===== config.mk =====
export PLATFORM = sky130hd
export DESIGN_NAME = dice_roller_flat
export DESIGN_NICKNAME = d
export VERILOG_FILES = /design/src/rtl/dice_pkg.sv /design/src/rtl/dice_roller_if.sv /design/src/rtl/button_debouncer.sv /design/src/rtl/dice_roller.sv /design/src/flat_wrapper.sv
export SDC_FILE = /design/constraint.sdc
export NUM_CORES = 1
export LEC_CHECK = 0
export BUFFER_PORTS_ARGS = -buffer_cell sky130_fd_sc_hd__buf_2
export CORE_MARGIN = 5
export CORE_UTILIZATION = 50
export DETAILED_ROUTE_END_ITERATION = 12
export GPL_TIMING_DRIVEN = 0
export PLACE_DENSITY = 0.71
export SLEW_MARGIN = 10
export SYNTH_ARGS = -nofsm -noshare
export SYNTH_HDL_FRONTEND = slang
export SYNTH_HIERARCHICAL = 1
export SYNTH_SLANG_ARGS = --single-unit

===== constraint.sdc =====
create_clock -name clk -period 2.32 [get_ports clk]
set_clock_uncertainty 0.2 [all_clocks]
set_input_delay 0.116 -clock clk [delete_from_list [all_inputs] [get_ports clk]]
set_output_delay 0.116 -clock clk [all_outputs]
set_load 0.03 [all_outputs]

===== src/rtl/dice_pkg.sv =====
// rtl/dice_pkg.sv - shared widths, die limits and roll FSM states for dice_roller
package dice_pkg;
  localparam int DIE_W = 3;
  localparam int SUM_W = 4;
  localparam logic [DIE_W-1:0] DIE_MIN = 3'd1;
  localparam logic [DIE_W-1:0] DIE_MAX = 3'd6;

  typedef enum logic {IDLE, ROLLING} roll_state_t;
endpackage


===== src/rtl/dice_roller_if.sv =====
// rtl/dice_roller_if.sv - button/roll-enable inputs and latched dice result outputs
interface dice_roller_if;
  import dice_pkg::*;

  logic             btn_raw;
  logic             roll_en;
  logic [DIE_W-1:0] die_a;
  logic [DIE_W-1:0] die_b;
  logic [SUM_W-1:0] sum;
  logic             roll_done;
  logic             rolling;

  modport master (output btn_raw, roll_en, input die_a, die_b, sum, roll_done, rolling);
  modport slave  (input btn_raw, roll_en, output die_a, die_b, sum, roll_done, rolling);
endinterface


===== src/rtl/button_debouncer.sv =====
// rtl/button_debouncer.sv - two-flop synchronizer plus stable-count debouncer with edge pulses
module button_debouncer #(
  parameter int DEBOUNCE_CYCLES = 16
) (
  input  logic clk,
  input  logic reset,
  input  logic btn_raw,
  output logic btn_db,
  output logic db_rise,
  output logic db_fall
);
  localparam int CW = $clog2(DEBOUNCE_CYCLES);
  localparam logic [CW-1:0] CNT_LAST = CW'(DEBOUNCE_CYCLES - 1);

  logic [1:0]    sync;
  logic [1:0]    warm;
  logic          armed;
  logic          db_q;
  logic [CW-1:0] cnt;
  logic          btn_sync;
  logic          differ;

  assign btn_sync = sync[1];
  // A button held through reset stays ignored until a synchronized low is seen
  // once the synchronizer has refilled.
  assign differ   = armed & (btn_sync ^ btn_db);
  assign db_rise  = btn_db & ~db_q;
  assign db_fall  = ~btn_db & db_q;

  always_ff @(posedge clk) begin
    if (reset) begin
      sync   <= '0;
      warm   <= '0;
      armed  <= 1'b0;
      db_q   <= 1'b0;
      btn_db <= 1'b0;
      cnt    <= '0;
    end else begin
      sync <= {sync[0], btn_raw};
      warm <= {warm[0], 1'b1};
      db_q <= btn_db;
      if (warm[1] && !btn_sync)
        armed <= 1'b1;
      if (!differ) begin
        cnt <= '0;
      end else if (cnt == CNT_LAST) begin
        btn_db <= btn_sync;
        cnt    <= '0;
      end else begin
        cnt <= cnt + 1'b1;
      end
    end
  end
endmodule


===== src/rtl/dice_roller.sv =====
// rtl/dice_roller.sv - free-running dice counters latched on each accepted press-and-release
module dice_roller
  import dice_pkg::*;
#(
  parameter int DEBOUNCE_CYCLES = 16
) (
  input logic         clk,
  input logic         reset,
  dice_roller_if.slave bus
);
  logic             btn_db;
  logic             db_rise;
  logic             db_fall;
  logic [DIE_W-1:0] cnt_a;
  logic [DIE_W-1:0] cnt_b;
  roll_state_t      state;
  roll_state_t      state_next;
  logic             latch;
  logic [DIE_W-1:0] die_a_q;
  logic [DIE_W-1:0] die_b_q;
  logic [SUM_W-1:0] sum_q;
  logic             done_q;

  button_debouncer #(.DEBOUNCE_CYCLES(DEBOUNCE_CYCLES)) u_debouncer (
    .clk     (clk),
    .reset   (reset),
    .btn_raw (bus.btn_raw),
    .btn_db  (btn_db),
    .db_rise (db_rise),
    .db_fall (db_fall)
  );

  // cnt_b advances only on cnt_a wrap, walking all 36 pairs.
  always_ff @(posedge clk) begin
    if (reset) begin
      cnt_a <= DIE_MIN;
      cnt_b <= DIE_MIN;
    end else if (cnt_a == DIE_MAX) begin
      cnt_a <= DIE_MIN;
      cnt_b <= (cnt_b == DIE_MAX) ? DIE_MIN : cnt_b + 1'b1;
    end else begin
      cnt_a <= cnt_a + 1'b1;
    end
  end

  always_ff @(posedge clk) begin
    if (reset)
      state <= IDLE;
    else
      state <= state_next;
  end

  always_comb begin
    state_next = state;
    latch      = 1'b0;
    case (state)
      IDLE: begin
        if (db_rise && bus.roll_en)
          state_next = ROLLING;
      end
      ROLLING: begin
        if (db_fall) begin
          latch      = 1'b1;
          state_next = IDLE;
        end
      end
      default: state_next = IDLE;
    endcase
  end

  always_ff @(posedge clk) begin
    if (reset) begin
      die_a_q <= '0;
      die_b_q <= '0;
      sum_q   <= '0;
      done_q  <= 1'b0;
    end else begin
      done_q <= latch;
      if (latch) begin
        die_a_q <= cnt_a;
        die_b_q <= cnt_b;
        sum_q   <= SUM_W'(cnt_a) + SUM_W'(cnt_b);
      end
    end
  end

  assign bus.die_a     = die_a_q;
  assign bus.die_b     = die_b_q;
  assign bus.sum       = sum_q;
  assign bus.roll_done = done_q;
  assign bus.rolling   = (state == ROLLING);
endmodule


===== src/flat_wrapper.sv =====
// flat-port wrapper written by rule: the top's interface ports become plain ports
module dice_roller_flat import dice_pkg::*;
#(
  parameter int DEBOUNCE_CYCLES = 16
)
  (clk, reset, bus_btn_raw, bus_roll_en, bus_die_a, bus_die_b, bus_sum, bus_roll_done, bus_rolling);
  dice_roller_if bus_i ();
  input logic clk;
  input logic reset;
  input wire logic [$bits(bus_i.btn_raw)-1:0] bus_btn_raw;
  input wire logic [$bits(bus_i.roll_en)-1:0] bus_roll_en;
  output wire logic [$bits(bus_i.die_a)-1:0] bus_die_a;
  output wire logic [$bits(bus_i.die_b)-1:0] bus_die_b;
  output wire logic [$bits(bus_i.sum)-1:0] bus_sum;
  output wire logic [$bits(bus_i.roll_done)-1:0] bus_roll_done;
  output wire logic [$bits(bus_i.rolling)-1:0] bus_rolling;
  assign bus_i.btn_raw = bus_btn_raw;
  assign bus_i.roll_en = bus_roll_en;
  assign bus_die_a = bus_i.die_a;
  assign bus_die_b = bus_i.die_b;
  assign bus_sum = bus_i.sum;
  assign bus_roll_done = bus_i.roll_done;
  assign bus_rolling = bus_i.rolling;
  dice_roller #(.DEBOUNCE_CYCLES(DEBOUNCE_CYCLES)) u_core (.clk(clk), .reset(reset), .bus(bus_i));
endmodule

=== Yosys cells after proc, flatten, opt, wreduce, memory -nomap -nowiden ===
Index checks and enable logic that the tools add are counted.

* Output and inout bits: 12
* Register bits after elaboration: 29
* Logic and storage cells: 42

* Add/sub/neg operators: 4
* Mux-type cells: 7
* Reductions and logical operators: 6
* Eq/ne operators: 3
* Bitwise logic cells: 8

{| class="wikitable"
|+ Operators by type and width
! operator !! number
|-
| 3-bit by 1-bit adder with 3-bit output (second input constant) || 2
|-
| 3-bit equality test (second input constant) || 2
|-
| 1-bit 2-to-1 mux || 5
|-
| 3-bit by 3-bit adder with 4-bit output || 1
|-
| 4-bit by 1-bit adder with 4-bit output (second input constant) || 1
|-
| 4-bit equality test (second input constant) || 1
|-
| 1-bit inverter || 4
|-
| 1-bit bitwise AND || 3
|-
| 3-bit 2-to-1 mux || 1
|-
| 3-bit OR reduction || 1
|-
| 1-bit logical AND || 2
|-
| 1-bit one-hot mux with 2 select lines || 1
|-
| 2-bit AND reduction || 1
|-
| 2-bit OR reduction || 1
|-
| 1-bit logical NOT || 1
|-
| 1-bit bitwise XOR || 1
|}

=== Longest topological paths before layout ===
* Word-level depth: 5
* Mapped depth: 6
* Depth with buffers taken out: 6

=== By module ===
The synthesis kept the hierarchy.

{| class="wikitable"
|+ By module, submodules not included
! module !! instances !! area an instance (µm²) !! sequential area each (µm²) !! cells each
|-
| dice_roller || 1 || 828.3 || 360.3 || 85
|-
| button_debouncer || 1 || 371.6 || 220.2 || 36
|}

=== Least setup slack after synthesis ===
Ideal clock, no wire load.

* Path kind: reg2reg
* Start: register u_core.cnt_a[0]
* End: register u_core.sum_q[2], in the netlist u_core/bus.sum[2]
* Library setup time: 0.066 ns
* Setup slack: 0.746 ns
* Data arrival time: 1.308 ns
* Stages on the path, launching flop included: 7
* Path buffers: 0
* Clock period less this slack: 1.574 ns
* Required time: 2.054 ns
* Cell sequence: dfxtp_1 ha_1 inv_1 fa_1 xnor2_1 nand2_2 a21oi_2

* Cells in the longest elaborated chain, start to end: 1

{| class="wikitable"
|+ Ends and longest elaborated chain
! item !! line !! source
|-
| start: declaration || dice_roller.sv:14 || <nowiki>logic [DIE_W-1:0] cnt_a;</nowiki>
|-
| start signal: assignment || dice_roller.sv:42 || <nowiki>cnt_a <= cnt_a + 1'b1;</nowiki>
|-
| 3-bit by 3-bit adder with 4-bit output || dice_roller.sv:82 || <nowiki>sum_q <= SUM_W'(cnt_a) + SUM_W'(cnt_b);</nowiki>
|-
| end signal: assignment || dice_roller.sv:82 ||
|-
| end: declaration || dice_roller.sv:21 || <nowiki>logic [SUM_W-1:0] sum_q;</nowiki>
|}

Every way passes these cells.
A chain may end at the register's enable or synchronous reset.

=== Worst setup path in the final report ===
* Start: register u_core.cnt_b[0]
* End: register u_core.sum_q[2], in the netlist u_core/bus.sum[2]

* Cells in the longest elaborated chain, start to end: 1

{| class="wikitable"
|+ Ends and longest elaborated chain
! item !! line !! source
|-
| start: declaration || dice_roller.sv:15 || <nowiki>logic [DIE_W-1:0] cnt_b;</nowiki>
|-
| start signal: assignment || dice_roller.sv:40 || <nowiki>cnt_b <= (cnt_b == DIE_MAX) ? DIE_MIN : cnt_b + 1'b1;</nowiki>
|-
| 3-bit by 3-bit adder with 4-bit output || dice_roller.sv:82 ||
|}

Every way passes these cells.

==> metrics.md <==
| Metric | Value |
|---|---|
| Status | complete, no violations |
| Clock Path Buffers | 2 |
| Async SR Flop Fraction | 0% |
| Gpl congestion | ~0.73 |
| Slowest CP cell | dfxtp_1 |
| CTS tree | built |
| Die area | around 3500 um^2 |
| Fillers | between 200 and 250 |
| Routed Antenna Nets | 0 |
| Initial drt markers | 17 |
| Worst-margin pin slew | 235 ps |
| TritonCTS buffer count | 5 |
| Num ports | 16 |
| Max FO, Critical Path | 6 |
| Fin crit share | 73.7% |
| Worst vdd ir | about 620 uV |
| Top cell type's share of synthesized area | 48.4% |
| Area growth syn-to-layout | 19.6% |
| Critical path type | reg2reg |
| Wire per inst | 11.7 um |
| Remaining Overflow, GRT | 0 |
| # diodes | 0 |
| Number of port buffers | 15 |
| Post-synth top flop | dfxtp_1 |
| Via density | about 5 |
| Synth Warn # | 6 |
| Sinks on Clock Net | 29 |
| Die Span Y | 59.0 um |
| Startpoint Class | register |
| CP Cell Sequence | ha_1 -> inv_1 -> fa_1 -> xnor2_1 -> nand2_2 -> a21oi_2 |
| Flops & latches, synth | 29 |
| Initial antenna violation count | 0 |
| Pwr/cell area | slightly above 700 nW/um^2 |
| Area post-placement | between 1000 and 1500 um^2 |
| Final setup vio count | 0 |
| Register area share after synthesis | approximately half |
| Detailed placer's ending HPWL | approximately 1500 um |
| Num rows | 17 |
| CP Capture Type | register |
| Post-layout net count | about 160 |
| Final Slew Violations | 0 |
| Vias in the first global route | 842 |
| RSZ-0062 raised after global routing | no |
| Die Width | roughly 59 um |
| MaxCap Viol Count | 0 |
| Root buf cell | clkbuf_4 |
| Synthesized Nets | around 130 |
| Total GRT Usage | between 10 and 15% |
| Tmin final | between 1500 and 2000 ps |
| Drt first pass iters | 4 |
| Via count | roughly 860 |
| Post-CTS Setup Inserts | 0 |
| Synth top cells by count | 29 x dfxtp_1, 15 x nand2_1, 12 x nor2_1, 8 x a21oi_2, 7 x nor2b_1 |
| Hold Path Class | reg2reg |
| Slowest Stage Delay on Critical Path | approximately 420 ps |
| Crit path arrival time | between 1500 and 2000 ps |
| Count leader, synth | dfxtp_1 |
| Layout cells sized above 1 | about 30% |
| Cells after synthesis | 121 |
| Final hold violation count | 0 |
| Leak | 0.634 nW |
| First-pass GRT wire length | ~3600 um |
| Worst-Skew Late Latency | approximately 320 ps |
| Number of synthesized flops with an enable pin | 0 |
| CTS clk-pin slew, worst paths | ~90 ps |
| DRC viols | 0 |
| Post-route setup TNS | 0 ps |
| Final wirelength | just over 2000 um |
| Starting Density | about 53% |
| Largest net degree at the start of global routing | 11 |
| Syn Area/Cell | about 9.9 um^2 |
| Max Clk Rate | 585 MHz |
| Mapped Area | between 1000 and 1500 um^2 |
| Top post-synthesis cells by area | dfxtp_1 48%, ha_1 6.3%, a21oi_2 5.8%, nand2_1 4.7%, nor2_1 3.8% |
| Design area | between 1000 and 1500 um^2 |
| Largest area contributor in the synthesized netlist | dfxtp_1 |
| Critical Path RT | ~2400 ps |
| Core ar. | between 2000 and 2500 um^2 |
| Cell variety after synth | 31 |
| CTS H-Tree Depth | 2 |
| Slew HR | between 80% and 90% |
routing by layer:
metal,part of all wire (%),track usage [%]
met1,47,16.1
met2,44,22.2
met3,6.7,6.32
met4,1.7,5.83
met5,0,0
critical path: cells and delay by family, from the launching register on:
kind	cells	cell delay, ps
compound gates	1	120
flops	1	420
xor+xnor	1	170
buf+inv	1	60
simple gates	1	70
fa+ha+maj	2	600
per-stage QoR:
step	util [%]	hold WS, ps	total power, mW	cells	setup WS, ps
floorplan	-	-17.7	0.578	121	746
global placement	58.1	133	0.592	164	642
detailed placement	58.1	142	0.595	164	625
CTS	63.7	246	1.02	176	601
global route	63.7	267	1.06	176	483
finish	63.7	240	1.02	176	610
final cells by class:
cell class | count | area (um^2) | area share (%)
clock buffer | 7 | 55.1 | 3.84
multi-input combinational | 81 | 557 | 38.8
timing repair buffer | 19 | 115 | 8.02
clock inverter | 1 | 30.0 | 2.09
buffer | 4 | 36.3 | 2.53
sequential | 29 | 581 | 40.5
inverter | 7 | 26.3 | 1.83
tap | 28 | 35.0 | 2.44
cells in the final DEF (no fill, tap or decap), drive strengths merged:
cell type    count
dfxtp           29
nand2           20
buf             18
nor2            12
a21oi           11
clkbuf           8
nor2b            7
inv              7
ha               6
dlygate4sd3      4
mux2i            3
nand3            3
xor2             3
a211oi           2
nand4            2
bufinv           1
and2             1
xnor2            1
mux2             1
a21o             1
nor3             1
and3             1
o211ai           1
o21bai           1
fa               1
and2b            1
o31ai            1
and4             1
sequential cells by signal (all words and copies together), names as in the netlist:
name                       cells
u_core/u_debouncer/cnt         4
u_core/cnt_a                   3
u_core/u_debouncer/db_q        1
u_core/bus.rolling             1
u_core/bus.die_a               3
u_core/u_debouncer/armed       1
u_core/u_debouncer/warm        2
u_core/bus.roll_done           1
u_core/bus.die_b               3
u_core/bus.sum                 4
u_core/cnt_b                   3
u_core/u_debouncer/sync        2
u_core/u_debouncer/btn_db      1
final timing paths:
kind,endpoint,from,cells past startpoint,slack [ps]
setup reg to reg,u_core/bus.sum[2],u_core/cnt_b[0],6,610
hold reg to reg,u_core/u_debouncer/warm[1],u_core/u_debouncer/warm[0],1,240
hold / removal,u_core/u_debouncer/warm[1],u_core/u_debouncer/warm[0],1,240
setup / recovery,u_core/bus.sum[2],u_core/cnt_b[0],6,610
power by group:
part	internal (mW)	total, mW	switching [mW]	leakage (nW)
registers	0.509	0.520	0.0106	0.236
clock network	0.257	0.427	0.170	0.0455
logic	0.0325	0.0685	0.0360	0.353
cell families (layout without fill, tap and decap cells):
| family | after synthesis | after routing | synth area share (%) |
|---|---|---|---|
| xor+xnor | 4 | 4 | 2.92 |
| compound gates | 17 | 17 | 11.7 |
| simple gates | 49 | 49 | 20.4 |
| flops | 29 | 29 | 48.4 |
| mux | 4 | 4 | 3.44 |
| fa+ha+maj | 7 | 7 | 7.92 |
| buf+inv | 11 | 38 | 5.21 |
repair_timing:
action | CTS | global route
endpoints found under the hold margin | 8 | 0
hold buffers | 4 | 0
endpoints found under the setup margin | 0 | 0
gates resized for setup | 0 | 0
Power figures use the tool's default switching activity.
